<file path="config.mk">
export PLATFORM = sky130hd
export DESIGN_NAME = countdown_timer
export DESIGN_NICKNAME = d
export VERILOG_FILES = /design/src/rtl/timer_pkg.sv /design/src/rtl/countdown_timer.sv
export SDC_FILE = /design/constraint.sdc
export NUM_CORES = 1
export LEC_CHECK = 0
export ABC_AREA = 1
export CORE_MARGIN = 1
export CORE_UTILIZATION = 51
export DETAILED_ROUTE_END_ITERATION = 10
export PLACE_DENSITY = 0.94
export SLEW_MARGIN = 20
export SYNTH_ARGS = -nofsm -noshare
export SYNTH_HDL_FRONTEND = slang
export SYNTH_SLANG_ARGS = --single-unit
</file>
<file path="constraint.sdc">
create_clock -name clk -period 2.87 [get_ports clk]
set_input_delay 0.4305 -clock clk [delete_from_list [all_inputs] [get_ports clk]]
set_output_delay 0.4305 -clock clk [all_outputs]
set_load 0.01 [all_outputs]
</file>
<file path="src/rtl/timer_pkg.sv">
// Shared definitions for the loadable countdown timer.
// Holds the state encoding and the default counter width.
package timer_pkg;

    localparam int TMR_DEFAULT_WIDTH = 4;

    typedef enum logic [1:0] {
        IDLE  = 2'd0,
        ARMED = 2'd1,
        RUN   = 2'd2,
        DONE  = 2'd3
    } tmr_state_t;

endpackage

</file>
<file path="src/rtl/countdown_timer.sv">
// Loadable down-counter with a valid/ready load port, one-cycle
// terminal-count pulse and optional automatic reload.
module countdown_timer
    import timer_pkg::*;
#(
    parameter int WIDTH = TMR_DEFAULT_WIDTH
) (
    input  logic             clk,
    input  logic             rst_n,
    input  logic             load_valid,
    output logic             load_ready,
    input  logic [WIDTH-1:0] load_value,
    input  logic             start,
    input  logic             stop,
    input  logic             auto_reload,
    input  logic             tick_en,
    output logic [WIDTH-1:0] cnt,
    output logic             tc,
    output logic             busy,
    output logic             done
);

    tmr_state_t       state;
    tmr_state_t       state_nxt;
    logic [WIDTH-1:0] cnt_q;
    logic [WIDTH-1:0] cnt_nxt;
    logic [WIDTH-1:0] reload_q;
    logic [WIDTH-1:0] reload_nxt;
    logic             tc_q;
    logic             tc_nxt;
    logic             load_acc;
    logic             go;
    logic             term;

    assign load_acc = load_valid && (state != RUN);
    assign go       = start && !stop;
    assign term     = (cnt_q == WIDTH'(1));

    always_comb begin
        state_nxt  = state;
        cnt_nxt    = cnt_q;
        reload_nxt = reload_q;
        tc_nxt     = 1'b0;
        unique case (state)
            IDLE: begin
                if (load_acc) begin
                    cnt_nxt    = load_value;
                    reload_nxt = load_value;
                    state_nxt  = ARMED;
                end
            end
            ARMED: begin
                if (load_acc) begin
                    cnt_nxt    = load_value;
                    reload_nxt = load_value;
                end else if (go) begin
                    state_nxt = RUN;
                end
            end
            RUN: begin
                // stop beats a terminal tick: no pulse, no decrement
                if (stop) begin
                    state_nxt = ARMED;
                end else if (tick_en && term) begin
                    tc_nxt = 1'b1;
                    if (auto_reload) begin
                        cnt_nxt = reload_q;
                    end else begin
                        cnt_nxt   = '0;
                        state_nxt = DONE;
                    end
                end else if (tick_en) begin
                    cnt_nxt = cnt_q - WIDTH'(1);
                end
            end
            DONE: begin
                if (load_acc) begin
                    cnt_nxt    = load_value;
                    reload_nxt = load_value;
                    state_nxt  = ARMED;
                end else if (go) begin
                    cnt_nxt   = reload_q;
                    state_nxt = RUN;
                end
            end
            default: begin
                state_nxt = IDLE;
            end
        endcase
    end

    always_ff @(posedge clk or negedge rst_n) begin
        if (!rst_n) begin
            state    <= IDLE;
            cnt_q    <= '0;
            reload_q <= '0;
        end else begin
            state    <= state_nxt;
            cnt_q    <= cnt_nxt;
            reload_q <= reload_nxt;
        end
    end

    always_ff @(posedge clk or negedge rst_n) begin
        if (!rst_n) begin
            tc_q <= 1'b0;
        end else begin
            tc_q <= tc_nxt;
        end
    end

    assign cnt        = cnt_q;
    assign tc         = tc_q;
    assign busy       = (state == RUN);
    assign done       = (state == DONE);
    assign load_ready = (state != RUN);

endmodule

</file>
==> results.json <==
{
  "synth_cell_types": 20,
  "io_pins": 19,
  "dr.pass1.iters": 4,
  "dr.first_iter.drc_count": 29,
  "reg2reg_depth": 9,
  "vias_per_cell": 5.26,
  "synth_area_um2": 800,
  "nets": 153,
  "setup_tns_ns": 0,
  "slew_violations": 0,
  "timing.hold.worst.class": "input port to async pin",
  "synth_top_area_cell": "dfrtp_1",
  "dieArea_mm2": 0.00173,
  "r2r-end": "state[0]",
  "gp_congestion": 0.839,
  "hold_viol": 0,
  "tritoncts": "done",
  "final_cell_area_mm2": 0.00102,
  "grt_antenna_before_repair": 0,
  "power.density_mw_per_mm2": 855,
  "cts_buffers": 3,
  "most-common-layout-cells": "nand2_1 (40), clkdlybuf4s50_1 (18), inv_1 (15), nand3_1 (15), dfrtp_1 (11)",
  "die_x_um": 41.6,
  "fillerInstances": 114,
  "rsz0062_at_grt": "false",
  "yosysSeqAreaShare_pct": 34.4,
  "postCtsSetupBuffers": 0,
  "final_antenna_net_count": 0,
  "yosysTopAreaCellShare_pct": 34.4,
  "syn2layout_area_growth_pct": 27.5,
  "clock_skew_ns": 0.00254,
  "fin_crit_sh_pct": 69.6,
  "cp-end-kind": "output port",
  "startpoint_type": "flop",
  "antenna_cells": 0,
  "worstPathMaxFanout": 9,
  "leakagePower_nw": 0.528,
  "setup_violations": 0,
  "clk_pin_slew_ns": 0.07,
  "relSlewSlack_pct": 66.6,
  "drive_gt1_share_pct": 7.91,
  "core_area_mm2": 0.00138,
  "maxCapViolations": 0,
  "rows": 13,
  "cts_hold_buf": 0,
  "grt_usage_pct": 22.2,
  "critPathRequiredTime_ns": 2.44,
  "r2r-start": "cnt[1]",
  "setup.worst_path.start": "state[0]",
  "cts_max_path_buffers": 2,
  "fp.dieH_um": 41.6,
  "clk_latency_ns": 0.26,
  "final_common_cell": "nand2_1",
  "drc": 0,
  "htreeDepth": 1,
  "place_hpwl_mm": 1.45,
  "cp_data_arrival_time_ns": 1.57,
  "yosys-top-cells-area": "dfrtp_1 (34%), nand2_1 (19%), nand3_1 (9.4%), inv_1 (7.0%), nor2_1 (4.2%)",
  "outcome": "finished clean",
  "avgSynthCellArea_um2": 6.78,
  "ir_drop_mv": 0.488,
  "grt_max_degree": 12,
  "syn_inst": 118,
  "wirelength_mm": 1.77,
  "start_util_pct": 57.8,
  "cts_root_buffer": "clkbuf_4",
  "portBuffers": 18,
  "postPlaceCellArea_um2": 993,
  "crit_type": "flop to output port",
  "regToRegSetupSlack_ns": 1.31,
  "tightest_slew_ns": 0.500,
  "wl_per_cell_um": 11.5,
  "ys_ff_latch": 11,
  "synth_nets": 131,
  "fin_crit_ns": 2.00,
  "timing.fmax_mhz": 501,
  "cts_repair_resize_count": 0,
  "vias": 810,
  "yosysWarnings": 0,
  "cts.sinks": 11,
  "overflow": 0,
  "grt_pass1_wl_mm": 2.98,
  "grt_pass1_vias": 697
}
[critical path, stage by stage, from the launching register on]
cell and delay [ns]:
dfrtp_1 0.44, inv_2 0.11, nand2_4 0.10, inv_4 0.11, clkdlybuf4s50_1 0.54
[per-stage QoR]
step	hold WS (ns)	power [mW]	std cells	util, %	setup WS, ns
3_3_place_gp	0.537	0.748	150	71.9	1.06
5_1_grt	0.546	0.948	154	73.8	0.815
3_5_place_dp	0.545	0.767	150	71.9	1.03
2_1_floorplan	0.135	0.591	118	-	1.48
6_report	0.500	0.871	154	73.8	0.872
4_1_cts	0.521	0.871	154	73.8	0.877
[report_power, final]
part / switching (mW) / total, mW / internal [mW]
Sequential: 0.0771 / 0.288 / 0.211
Combinational: 0.266 / 0.479 / 0.214
Clock: 0.0508 / 0.104 / 0.0537
[worst max-delay path by stage]
stage | cells past startpoint | end | slack (ns)
3_3_place_gp | 8 | cnt[3] | 1.06
5_1_grt | 4 | busy | 0.81
4_1_cts | 4 | busy | 0.88
2_1_floorplan | 9 | state[0] | 1.48
3_5_place_dp | 8 | state[0] | 1.03
6_report | 4 | busy | 0.87
[cell families (layout without fill, tap and decap cells)]
kind of cell	Yosys count	count (layout)	synth area share, %
adders and majority gates	2	2	3.13
and+or+nand+nor	78	78	47.1
DFF	11	11	34.4
buffers and inverters	19	40	9.70
AOI/OAI and AO/OA	8	8	5.63
[state kept, by name, summed over array words and instances (netlist names)]
register / flops
cnt: 4
reload_q: 4
state: 2
tc: 1
[Yosys cell counts (all sizes together)]
library cell,instances
a31oi,1
or2,1
nand3,16
and2,4
nor2,10
nand2,42
ha,2
buf,1
nor3,1
o21ai,7
inv,18
nand3b,3
dfrtp,11
nor3b,1
[final cells by class]
cell class / instances / area, µm² / share of cell area [%]
clock buffer: 4 / 26.3 / 2.58
inverter: 18 / 72.6 / 7.12
multi-input combinational: 88 / 447 / 43.8
sequential: 11 / 275 / 27.0
tap: 15 / 18.8 / 1.84
timing repair buffer: 18 / 180 / 17.7
[metal layers]
layer / vias to the layer above / share of wire (%) / track usage, % / wire, µm
met4: 0 / 1.4 / 9.68 / 25
met3: 4 / 4.1 / 3.04 / 73
met2: 25 / 47 / 35.3 / 837
li1: 412 / - / - / -
met5: - / 0 / 0 / 0
met1: 369 / 47 / 30.0 / 829
Power figures use the tool's default switching activity.
